<file path="src/rtl/rover_switch_input_ctrl.sv">
// -----------------------------------------------------------------------------
// rover_switch_input_ctrl
//
// Purpose:
//   Input stage for the rover's slide switches. Each raw switch is passed
//   through a 2-flop synchroniser and then debounced: a new level is accepted
//   only after it has persisted for DEBOUNCE_CYCLES consecutive clocks. The
//   debounced word is published to consumers through a valid/ack handshake.
//   A sticky change mask records which bits moved since the last ack. One
//   debounced channel drives end_reset, which releases the downstream reset
//   hold. Per-channel status LEDs are also driven.
//
// Build option:
//   LED_BLINK_EN - when defined, a channel whose synchronised input disagrees
//                  with its debounced level shows a blinking LED (half period
//                  BLINK_CYCLES). When undefined, led is a registered copy of
//                  the debounced word and BLINK_CYCLES is not used.
//
// Ports:
//   clk          in   1       system clock, rising edge
//   reset        in   1       asynchronous assert, active-high reset
//   sw           in   NUM_SW  raw switch levels (asynchronous to clk)
//   state        out  NUM_SW  debounced switch word for consumers
//   state_valid  out  1       a new state word awaits consumption
//   state_ack    in   1       consumer accepts the current word
//   changed_mask out  NUM_SW  bits changed since the last ack (sticky)
//   end_reset    out  1       debounced level of sw[END_RESET_IDX]
//   led          out  NUM_SW  per-channel status LEDs
// -----------------------------------------------------------------------------
module rover_switch_input_ctrl #(
  parameter int NUM_SW          = 8,
  parameter int DEBOUNCE_CYCLES = 1000000,
  parameter int END_RESET_IDX   = NUM_SW - 1,
  parameter int BLINK_CYCLES    = 12500000
) (
  input  logic              clk,
  input  logic              reset,
  input  logic [NUM_SW-1:0] sw,
  output logic [NUM_SW-1:0] state,
  output logic              state_valid,
  input  logic              state_ack,
  output logic [NUM_SW-1:0] changed_mask,
  output logic              end_reset,
  output logic [NUM_SW-1:0] led
);

  localparam int              CNT_W   = $clog2(DEBOUNCE_CYCLES);
  localparam logic [CNT_W-1:0] CNT_MAX = CNT_W'(DEBOUNCE_CYCLES - 1);

  // Reject unusable configurations at elaboration time.
  if (NUM_SW < 1 || NUM_SW > 32 || DEBOUNCE_CYCLES < 2 ||
      END_RESET_IDX < 0 || END_RESET_IDX >= NUM_SW || BLINK_CYCLES < 2) begin : g_bad_param
    $error("rover_switch_input_ctrl: illegal parameter combination");
  end

  // ---------------------------------------------------------------------------
  // 2-flop synchroniser
  // ---------------------------------------------------------------------------
  logic [NUM_SW-1:0] sync_meta_reg;
  logic [NUM_SW-1:0] sync_reg;

  always_ff @(posedge clk or posedge reset) begin
    if (reset) begin
      sync_meta_reg <= '0;
      sync_reg      <= '0;
    end else begin
      sync_meta_reg <= sw;
      sync_reg      <= sync_meta_reg;
    end
  end

  // ---------------------------------------------------------------------------
  // Per-channel debounce: counter runs only while the synchronised level
  // disagrees with the accepted level, and saturates at acceptance, so it
  // can never wrap.
  // ---------------------------------------------------------------------------
  logic [NUM_SW-1:0] stable;

  genvar gi;
  generate
    for (gi = 0; gi < NUM_SW; gi++) begin : g_ch
      logic [CNT_W-1:0] cnt_reg;
      logic             stable_reg;

      always_ff @(posedge clk or posedge reset) begin
        if (reset) begin
          cnt_reg    <= '0;
          stable_reg <= 1'b0;
        end else if (sync_reg[gi] == stable_reg) begin
          cnt_reg <= '0;
        end else if (cnt_reg == CNT_MAX) begin
          stable_reg <= sync_reg[gi];
          cnt_reg    <= '0;
        end else begin
          cnt_reg <= cnt_reg + CNT_W'(1);
        end
      end

      assign stable[gi] = stable_reg;
    end
  endgenerate

  // ---------------------------------------------------------------------------
  // Change handshake
  // ---------------------------------------------------------------------------
  typedef enum logic {
    IDLE    = 1'b0,
    PENDING = 1'b1
  } hs_state_t;

  hs_state_t         hs_reg, hs_next;
  logic [NUM_SW-1:0] state_reg, state_next;
  logic [NUM_SW-1:0] mask_reg, mask_next;
  logic [NUM_SW-1:0] diff;

  assign diff = stable ^ state_reg;

  always_ff @(posedge clk or posedge reset) begin
    if (reset) begin
      hs_reg    <= IDLE;
      state_reg <= '0;
      mask_reg  <= '0;
    end else begin
      hs_reg    <= hs_next;
      state_reg <= state_next;
      mask_reg  <= mask_next;
    end
  end

  always_comb begin
    hs_next    = hs_reg;
    state_next = state_reg;
    mask_next  = mask_reg;
    case (hs_reg)
      IDLE: begin
        if (|diff) begin
          state_next = stable;
          mask_next  = diff;
          hs_next    = PENDING;
        end
      end
      PENDING: begin
        if (|diff) begin
          // A change arriving with the ack starts a fresh mask so the new
          // word is reported on its own and is never lost.
          state_next = stable;
          mask_next  = state_ack ? diff : (mask_reg | diff);
        end else if (state_ack) begin
          mask_next = '0;
          hs_next   = IDLE;
        end
      end
    endcase
  end

  // end_reset is registered alongside state so both move on the same edge.
  logic end_reset_reg;

  always_ff @(posedge clk or posedge reset) begin
    if (reset) begin
      end_reset_reg <= 1'b0;
    end else begin
      end_reset_reg <= stable[END_RESET_IDX];
    end
  end

  // ---------------------------------------------------------------------------
  // Status LEDs
  // ---------------------------------------------------------------------------
  logic [NUM_SW-1:0] led_reg;

`ifdef LED_BLINK_EN
  localparam int               BLK_W   = $clog2(BLINK_CYCLES);
  localparam logic [BLK_W-1:0] BLK_MAX = BLK_W'(BLINK_CYCLES - 1);

  logic [BLK_W-1:0] blink_cnt_reg;
  logic             blink_phase_reg;

  always_ff @(posedge clk or posedge reset) begin
    if (reset) begin
      blink_cnt_reg   <= '0;
      blink_phase_reg <= 1'b0;
    end else if (blink_cnt_reg == BLK_MAX) begin
      blink_cnt_reg   <= '0;
      blink_phase_reg <= ~blink_phase_reg;
    end else begin
      blink_cnt_reg <= blink_cnt_reg + BLK_W'(1);
    end
  end

  // A channel that is currently debouncing shows the blink phase.
  always_ff @(posedge clk or posedge reset) begin
    if (reset) begin
      led_reg <= '0;
    end else begin
      for (int i = 0; i < NUM_SW; i++) begin
        led_reg[i] <= (sync_reg[i] == stable[i]) ? stable[i] : blink_phase_reg;
      end
    end
  end
`else
  always_ff @(posedge clk or posedge reset) begin
    if (reset) begin
      led_reg <= '0;
    end else begin
      led_reg <= stable;
    end
  end
`endif

  assign state        = state_reg;
  assign state_valid  = (hs_reg == PENDING);
  assign changed_mask = mask_reg;
  assign end_reset    = end_reset_reg;
  assign led          = led_reg;

endmodule
</file>
<file path="config.mk">
export PLATFORM = sky130hd
export DESIGN_NAME = rover_switch_input_ctrl
export DESIGN_NICKNAME = d
export VERILOG_FILES = /design/src/rtl/rover_switch_input_ctrl.sv
export SDC_FILE = /design/constraint.sdc
export NUM_CORES = 1
export LEC_CHECK = 0
export ABC_AREA = 0
export CAP_MARGIN = 25
export CORE_MARGIN = 3
export CORE_UTILIZATION = 44
export CTS_CLUSTER_DIAMETER = 120
export CTS_CLUSTER_SIZE = 16
export DETAILED_ROUTE_END_ITERATION = 16
export HOLD_SLACK_MARGIN = 0.03
export PLACE_DENSITY = 0.63
export SLEW_MARGIN = 10
export SYNTH_ARGS = -nofsm -noshare
export SYNTH_HDL_FRONTEND = slang
export SYNTH_SLANG_ARGS = --single-unit
export TNS_END_PERCENT = 5
</file>
<file path="constraint.sdc">
create_clock -name clk -period 9.2 [get_ports clk]
set_input_delay 2.76 -clock clk [delete_from_list [all_inputs] [get_ports clk]]
set_output_delay 2.76 -clock clk [all_outputs]
set_load 0.02 [all_outputs]
</file>
==> impl_metrics.ini, run 1 <==
[pwr]
ir_worst_vdd_v = 0.000145
leakage_uw = 0.00441
fin_total_pwr_uw = 1670
total_power_density_per_cell_area_nw_per_um2 = 155

[timing]
hold_violations = 0
timing_worst_slew_pin_value_ps = 885
timing.setup.tns_ps = 0
final_count_of_pins_violating_max_slew = 0
final.setup_skew_ps = 19.2
shortest_clock_period_the_worst_path_allows_after_layout_ps = 4250
slew_headroom = 0.410
timing.final.setup_violations = 0
timing.fmax_ghz = 0.235
rsz0062_at_grt = false
final.period_utilization = 0.462

[yosys]
async_set_or_reset_flop_fraction_in_the_synthesized_netlist = 1.00
postSynthNetCount = 973
ys_seq_elements = 209
ys_dominant_reg_cell = sky130_fd_sc_hd__dfrtp_1
ys_warn_count = 0
post_syn_area_um2 = 9640
synth.distinct_cells = 40
synth_area_per_cell_um2 = 10.1
synth-edff-count = 0
synthCells = 954
synth_sequential_area_ratio = 0.543

[die]
fp.dieH_um = 154
core.rowCount = 53
number_of_top_level_pins = 37
design.core.area_um2 = 21300
floorplan.die_area_um2 = 23700
die_width_um = 154
initial_utilization = 0.453

[critical_path]
max_stage_delay_ps = 620
r2r_slack_ps = 6740
crit_type = flop to output pin
cp_slowest_cell = sky130_fd_sc_hd__clkdlybuf4s50_1
timing.critical_path.from_type = flop
r2r_cells = 5
path_cells = clkdlybuf4s50_1
critPathArrivalTime_ps = 1490
crit_fanout = 2
path_buf_inv = 1
reg2reg_to = g_ch[3].cnt_reg[8]
critPathTopFamily = buffers and inverters
r2r-start = g_ch[3].cnt_reg[8]
data_required_time_of_the_worst_path_ps = 6440
critPathCaptureType = output pin

[placement]
place_congestion = 0.816
post_dp_cell_area_um2 = 10300
hpwlAfterDp_um = 11900
post-place-cells = 1235
numPortBuffers = 36

[clock_network]
clkSinkCount = 209
clk_root_buffer_cell = sky130_fd_sc_hd__clkbuf_16
tritoncts = yes
cts_setup_buffers = 0
clkLatencyLatePin_ps = 490
clock_tree.buffer_depth = 3
ctsHoldBuffers = 0
inserted_clock_buffers = 17
postCtsResizedCells = 0
clk_pin_slew_worst_paths_ps = 70
cts_htree_levels = 1

[finish]
drive_gt1_frac = 0.0581
final.fill_count = 1936
insertedDiodeCount = 0
footprint_of_the_multi_input_gates_um2 = 4130
highest_count_cells_in_the_layout_ignoring_fill_and_taps = 209 x sky130_fd_sc_hd__dfrtp_1, 119 x sky130_fd_sc_hd__nor2_1, 68 x sky130_fd_sc_hd__xor2_1
seqCellArea_um2 = 5230
areaGrowthSynthToFinish_pct = 11.6
layout_commonest_cell = sky130_fd_sc_hd__dfrtp_1
finish.net_count = 999
largest_reg_flops = 160
final_area_um2 = 10800
finalNonFillerCells = 1256

[hold_path]
whs_endpoint = sync_reg[3]
worstHoldPathCells = 0
worst_hold_path_type = flop to flop
worstHoldStart = sync_meta_reg[3]

[run]
maximum_capacitance_violations = 0

[global_routing]
grt_pass1_vias = 6749
grt_use_total = 0.157
grt_first_pass_wirelength_um = 32100
grt_antenna_before_repair = 0
grt_start_max_net_pins = 132
grt.overflow.total = 0

[detailed_routing]
routed_wl_per_cell_um = 14.4
detail-route-antenna-nets = 0
post_drt_via_cell_ratio = 5.45
num_vias = 6842
dr.pass1.iters = 4
drc_errors = 0
routed_wl_um = 18100
drt_first_iter_violations = 345

[run_status]
run_status = finished, final reports clean
power breakdown:
| group | internal (uW) | switching [uW] | leakage, uW |
|---|---|---|---|
| combinational | 22.8 | 44.2 | 0.00133 |
| sequential | 933 | 13.2 | 0.00286 |
| clock | 337 | 321 | 0.000223 |
| total | 1290 | 378 | 0.00441 |
metrics by stage:
stage / setup WS [ps] / utilization / hold WS (ps)
detailed placement: 4130 / 0.482 / 335
global route: 4900 / 0.505 / 357
CTS: 4660 / 0.504 / 351
floorplan: 731 / - / 331
finish: 4950 / 0.505 / 349
global placement: 4140 / 0.482 / 333
how the worst max path moves through the flow:
stage               startpoint             endpoint  slack [ps]  cells past startpoint
2_1_floorplan            reset      changed_mask[0]         730                      1
3_3_place_gp             reset  g_ch[2].cnt_reg[11]        4140                      3
3_5_place_dp             reset  g_ch[6].cnt_reg[14]        4130                      3
4_1_cts                  reset  g_ch[6].cnt_reg[13]        4660                      3
5_1_grt                  reset   g_ch[0].cnt_reg[1]        4900                      4
6_report       changed_mask[0]      changed_mask[0]        4950                      1
area by class of cell:
type,count,area share
Timing Repair Buffer,46,0.0424
Inverter,36,0.0133
Multi-Input combinational cell,670,0.384
Tap cell,275,0.0320
Clock inverter,2,0.00233
Sequential cell,209,0.486
Clock buffer,18,0.0399
Yosys cell counts (14+ instances only):
cell type                    n  area share
sky130_fd_sc_hd__inv_1      36       0.014
sky130_fd_sc_hd__nand4_1    53       0.034
sky130_fd_sc_hd__or4_1      28       0.022
sky130_fd_sc_hd__nor2_1    119       0.046
sky130_fd_sc_hd__nor3_1     14      0.0073
sky130_fd_sc_hd__o21ai_0    34       0.018
sky130_fd_sc_hd__xnor2_1    41       0.037
sky130_fd_sc_hd__nor4_1     17       0.011
sky130_fd_sc_hd__xor2_1     68       0.062
sky130_fd_sc_hd__clkbuf_1   22      0.0086
sky130_fd_sc_hd__o31ai_1    21       0.016
sky130_fd_sc_hd__nand3_1    61       0.032
sky130_fd_sc_hd__or3_1      26       0.017
sky130_fd_sc_hd__a21oi_1    50       0.026
sky130_fd_sc_hd__and3_1     21       0.014
sky130_fd_sc_hd__nand2_1    45       0.018
sky130_fd_sc_hd__and2_1     14      0.0091
sky130_fd_sc_hd__buf_2      14      0.0073
sky130_fd_sc_hd__dfrtp_1   209        0.54
metal layers:
metal  global-route usage  vias to the layer above  share of wire
met5                    0                        -              0
met4               0.0463                        0          0.027
met3               0.0220                       24          0.030
met2                0.245                       95           0.44
met1                0.231                     3316           0.50
li1                     -                     3407              -
cell families (layout without fill, tap and decap cells):
logic type / after synthesis / after routing / synth area share
simple gates: 427 / 427 / 0.236
flops: 209 / 209 / 0.543
compound gates: 118 / 118 / 0.0706
buf+inv: 75 / 102 / 0.0316
fa+ha+maj: 8 / 8 / 0.0104
mux: 8 / 8 / 0.00935
xor+xnor: 109 / 109 / 0.0991
(Power assumes the default switching activity.)
==> run 2, diff against run 1 <==
--- a/config.mk
+++ b/config.mk
@@ -13,7 +13,7 @@
 export CTS_CLUSTER_SIZE = 16
 export DETAILED_ROUTE_END_ITERATION = 16
 export HOLD_SLACK_MARGIN = 0.03
-export PLACE_DENSITY = 0.63
+export PLACE_DENSITY = 0.65
 export SLEW_MARGIN = 10
 export SYNTH_ARGS = -nofsm -noshare
 export SYNTH_HDL_FRONTEND = slang
==> constraint.sdc (replaced) <==
create_clock -name clk -period 3.65 [get_ports clk]
set_input_delay 1.095 -clock clk [delete_from_list [all_inputs] [get_ports clk]]
set_output_delay 1.095 -clock clk [all_outputs]
set_load 0.02 [all_outputs]
==> run 2 against run 1 <==
Net effect: worst setup slack got worse by 4000 ps; sequential share of layout area is 0.096 points lower; clock power increased to 2.5 times the previous value; power grew to 2.5 times the previous value; register-to-register slack got worse by 5500 ps; non-clock buffer count increased by 1; hold slack gained 1.7 ps; first-iteration DRC count shrank 9.6%; final area rose by 0.20%; count of clock-buffer cells in the layout unchanged; critical path type unchanged; largest cell class unchanged; largest power group unchanged; highest routed layer unchanged.
==> impl_metrics.ini, run 2 (same netlist as run 1, synthesis figures left out) <==
[timing]
timing_worst_slew_pin_value_ps = 782
rsz0062_at_grt = false
final.setup_skew_ps = 13.0
timing.setup.tns_ps = 0
slew_headroom = 0.476
timing.final.setup_violations = 0
timing.fmax_ghz = 0.376
final_count_of_pins_violating_max_slew = 0
hold_violations = 0
final.period_utilization = 0.728
shortest_clock_period_the_worst_path_allows_after_layout_ps = 2660

[critical_path]
critPathCaptureType = output pin
path_cells = clkdlybuf4s50_1
critPathTopFamily = buffers and inverters
crit_type = flop to output pin
max_stage_delay_ps = 640
critPathArrivalTime_ps = 1560
cp_slowest_cell = sky130_fd_sc_hd__clkdlybuf4s50_1
path_buf_inv = 1
timing.critical_path.from_type = flop
crit_fanout = 2
data_required_time_of_the_worst_path_ps = 2550

[finish]
highest_count_cells_in_the_layout_ignoring_fill_and_taps = 209 x sky130_fd_sc_hd__dfrtp_1, 119 x sky130_fd_sc_hd__nor2_1, 68 x sky130_fd_sc_hd__xor2_1
finish.net_count = 1000
areaGrowthSynthToFinish_pct = 11.8
largest_reg_flops = 160
final.fill_count = 1916
seqCellArea_um2 = 5230
drive_gt1_frac = 0.0591
insertedDiodeCount = 0
layout_commonest_cell = sky130_fd_sc_hd__dfrtp_1
footprint_of_the_multi_input_gates_um2 = 4130
finish.utilization = 0.506
final_area_um2 = 10800

[die]
die_width_um = 154
initial_utilization = 0.453
core.rowCount = 53
number_of_top_level_pins = 37
floorplan.die_area_um2 = 23700
design.core.area_um2 = 21300
fp.dieH_um = 154

[run]
maximum_capacitance_violations = 0

[pwr]
total_power_density_per_cell_area_nw_per_um2 = 392
leakage_uw = 0.00441
fin_total_pwr_uw = 4220
ir_worst_vdd_v = 0.000373

[clock_network]
clkSinkCount = 209
ctsHoldBuffers = 0
postCtsResizedCells = 0
clock_tree.buffer_depth = 3
clk_root_buffer_cell = sky130_fd_sc_hd__clkbuf_16
cts_htree_levels = 1
inserted_clock_buffers = 17
cts_setup_buffers = 0
clkLatencyLatePin_ps = 480
tritoncts = yes
clk_pin_slew_worst_paths_ps = 70

[hold_path]
worst_hold_path_type = flop to flop

[global_routing]
grt_pass1_vias = 6759
met2_usage = 0.247
met1_track_demand_over_resource = 0.226
grt.overflow.total = 0
globalRoute.busiestLayer = met2
grt_first_pass_wirelength_um = 32100
grt_start_max_net_pins = 69
met3_usage = 0.0228
grt_use_total = 0.156
grt_antenna_before_repair = 0

[detailed_routing]
drt_first_iter_violations = 312
dr.pass1.iters = 5
routed_wl_per_cell_um = 14.6
post_drt_via_cell_ratio = 5.46
drc_errors = 0
detail-route-antenna-nets = 0
routed_wl_um = 18300
num_vias = 6868

[run_status]
run_status = finished, final reports clean

[placement]
place_congestion = 0.817
post_dp_cell_area_um2 = 10300
hpwlAfterDp_um = 12300
numPortBuffers = 36
[run 2: changes by cell type in the layout (fill, tap and decap cells not counted), sizes merged]
cell      change
inv           -1
clkinvlp      +1
buf           +1
[run 2: report_power, final]
| part | switching [uW] | internal [uW] | total, uW |
|---|---|---|---|
| sequential | 35.0 | 2350 | 2390 |
| combinational | 114 | 60.1 | 175 |
| clock | 810 | 848 | 1660 |
| total | 959 | 3260 | 4220 |
[run 2: final cells by class]
class | instances | share of cell area
clock inverters | 2 | 0.00232
clock buffers | 18 | 0.0398
flip-flops and latches | 209 | 0.485
inverters | 36 | 0.0129
well taps | 275 | 0.0319
multi-input cells | 670 | 0.383
repair buffers | 47 | 0.0446
[run 2: metrics by stage]
stage	hold slack, ps	setup slack [ps]	instances
finish	351	992	1257
global route	353	968	1257
CTS	352	990	1257
detailed placement	336	1180	1237
global placement	332	1290	1237
floorplan	331	-159	954
[run 2: layer usage]
layer	wire length, um	vias up
li1	-	3412
met1	9140	3343
met2	8240	88
met3	585	25
met4	388	0
met5	0	-
[run 2: final timing paths]
check / from / to / slack [ps] / cells after the start
worst max-delay path: changed_mask[0] / changed_mask[0] / 990 / 1
worst min-delay path: sync_meta_reg[1] / sync_reg[1] / 350 / 0
worst max register to register: g_ch[4].cnt_reg[6] / g_ch[4].cnt_reg[18] / 1200 / 5
worst min register to register: sync_meta_reg[1] / sync_reg[1] / 350 / 0
max in group asynchronous: reset / g_ch[0].cnt_reg[12] / 1970 / 3
min in group asynchronous: reset / state[1] / 980 / 2
==> edit (settings of run 2) <==
Build with the macro `LED_BLINK_EN` defined.
--- a/src/rtl/rover_switch_input_ctrl.sv
+++ b/src/rtl/rover_switch_input_ctrl.sv
@@ -28,4 +28,6 @@
 //   led          out  NUM_SW  per-channel status LEDs
 // -----------------------------------------------------------------------------
+`define LED_BLINK_EN
+
 module rover_switch_input_ctrl #(
   parameter int NUM_SW          = 8,
Behaviour: same outputs for any inputs over 10 cycles, from zero or initial values and one cycle with reset high; that may be too few to reach the edited logic, so the function may still have changed.
==> edit against run 2 <==
- worst setup slack better by 0.024 ns
- design area is 9.1% higher
- count of clock-buffer cells in the layout is 1 higher
- fmax rose by 0.92%
- total power rose by 9.6%
- register-to-register slack better by 0.24 ns
- final cell count is 8.4% higher
- wire length up 3.3%
- synthesized area rose by 9.5%
- non-clock buffer count down 6
- sequential cell count increased by 26
==> edit: results (changes against run 2) <==
| Metric | Value |
|---|---|
| Status | `finished clean` |
| Critical path's largest stage delay | `0.66 ns (+0.02 ns)` |
| Inverters | `14 (-61%)` |
| Clock buf count | `19 (+1)` |
| Global Route Usage Sum | `0.153 (-0.00341)` |
| CTS root buffer | `clkbuf_16` |
| Number of CTS-inserted buffers | `18 (+1)` |
| Sequential share of cell area | `0.500 (+0.0149)` |
| Synth area leaders | `dfrtp_1 56%, xor2_1 8.5%, nor2_1 6.9%` |
| GRT met1 Usage | `0.224 (-0.00194)` |
| Area of the multi-input gates | `4490 sq um (+8.7%)` |
| Place WS | `1.35 ns (+0.174 ns)` |
| Critical Path AT | `1.54 ns (-0.02 ns)` |
| Chip Width | `161 um (+4.5%)` |
| Layout fillers | `2,173 (+13%)` |
| Maximum vdd drop | `0.324 mV (-13%)` |
| HPWL after DPL | `13,000 um (+5.0%)` |
| Layout Skew | `0.00952 ns (-0.00345 ns)` |
| Hold path startpoint | `sync_meta_reg[3]` |
| Max FFs per register | `160 (unchanged)` |
| Sw power | `0.00100 W (+4.7%)` |
| Compound-gate portion of the synthesized area | `0.00676 (-0.0639)` |
| Post-Synth XOR/XNOR Area | `0.145 (+0.0462)` |
| Cell variety after synth | `37 (-7.5%)` |
| Multi-input gates | `734 (+9.6%)` |
| Final #Nets | `1,064 (+6.4%)` |
| Syn Nets | `1,036 (+6.5%)` |
| WL met2 | `8600 um (+4.4%)` |
| Drt wl/cell | `13.9 um (-4.7%)` |
| GRT met2 Usage | `0.242 (-0.00489)` |
| FFs w/ async S/R, synth | `1.00 (unchanged)` |
| PD cells | `394 nW/um^2 (+0.51%)` |
| Number of vias per cell | `5.08 (-7.1%)` |
| First-pass GRT wire length | `33,700 um (+4.9%)` |
| Post-synthesis mux area share | `0.00854 (-0.000812)` |
| Pleak | `5.09 nW (+15%)` |
| Clock network area share | `0.0411 (-0.00107)` |
| Initial DRC Count | `324 (+3.8%)` |
| Largest net degree at the start of global routing | `54 (-22%)` |
| Synth top cells by count | `235 x dfrtp_1, 193 x nor2_1, 103 x xor2_1, 78 x nand3_1, 76 x nand2_1` |
| Post-synthesis sequential area ratio | `0.557 (+0.0145)` |
| Non-clk buf share | `0.0381 (-0.00649)` |
| Non-CTS buffers | `41 (-13%)` |
| Wl on met1 | `9250 um (+1.2%)` |
| FF-to-FF Start | `blink_cnt_reg[0]` |
| GR Layer Usage met3 | `0.0258 (+0.00300)` |
| Metal3 WL | `752 um (+29%)` |
| TritonRoute pass-1 iters | `4 (-1)` |
| Slew @ Worst Pin | `0.929 ns (+0.147 ns)` |
| Seq cells | `235 (+12%)` |
| Worst setup startpoint | `state[6]` |
| Gpl congestion | `0.786 (-3.8%)` |
| Share of cells above drive strength 1 | `0.0479 (-0.0112)` |
| DP Area | `11,300 sq um (+9.2%)` |
| Antenna violations before repair | `1 (+1)` |
| Vias in the first global route | `6,951 (+2.8%)` |
| Adder-Cell Fraction of Synth Area | `0.0183 (+0.00787)` |
## edit: cell types whose count changed in the layout (fill, tap and decap cells not counted), sizes merged, moves of 26 or more
cell,delta
a21oi,-48
dfrtp,+26
nand2,+31
nor2,+74
o21ai,-29
or4,-29
xnor2,+31
xor2,+35
## edit: power by group through the flow
stage / registers, W / logic (W) / clock network [W]
after floorplan: 0.00273 / 0.000110 / 0
after global placement: 0.00272 / 0.000180 / 0
after detailed placement: 0.00272 / 0.000182 / 0
after CTS: 0.00267 / 0.000183 / 0.00184
after global routing: 0.00268 / 0.000203 / 0.00194
final: 0.00267 / 0.000175 / 0.00178
## edit: kinds of logic (layout without fill, tap and decap cells)
| family | Yosys count | count (layout) |
|---|---|---|
| XOR/XNOR | 175 | 175 |
| AND/OR/NAND/NOR | 522 | 522 |
| buffers and inverters | 47 | 75 |
| flip-flops | 235 | 235 |
| adder cells (fa/ha/maj) | 17 | 17 |
| AO/OA/AOI/OAI | 12 | 12 |
| multiplexers | 8 | 8 |
## edit: metrics by stage
stage          hold slack (ns)  cells  total power (W)
6_report                 0.348   1363          0.00463
4_1_cts                  0.351   1363          0.00470
3_3_place_gp             0.331   1343          0.00290
3_5_place_dp             0.335   1343          0.00291
2_1_floorplan            0.331   1016          0.00284
5_1_grt                  0.355   1363          0.00483
## edit: final timing paths
kind | end | slack, ns | cells after the start
max | state[6] | 1.02 | 1
min | sync_reg[3] | 0.35 | 0
min in group asynchronous | g_ch[6].cnt_reg[2] | 1.06 | 2
max reg2reg | blink_cnt_reg[20] | 1.44 | 6
max in group asynchronous | g_ch[3].cnt_reg[1] | 1.91 | 3
min reg2reg | sync_reg[3] | 0.35 | 0
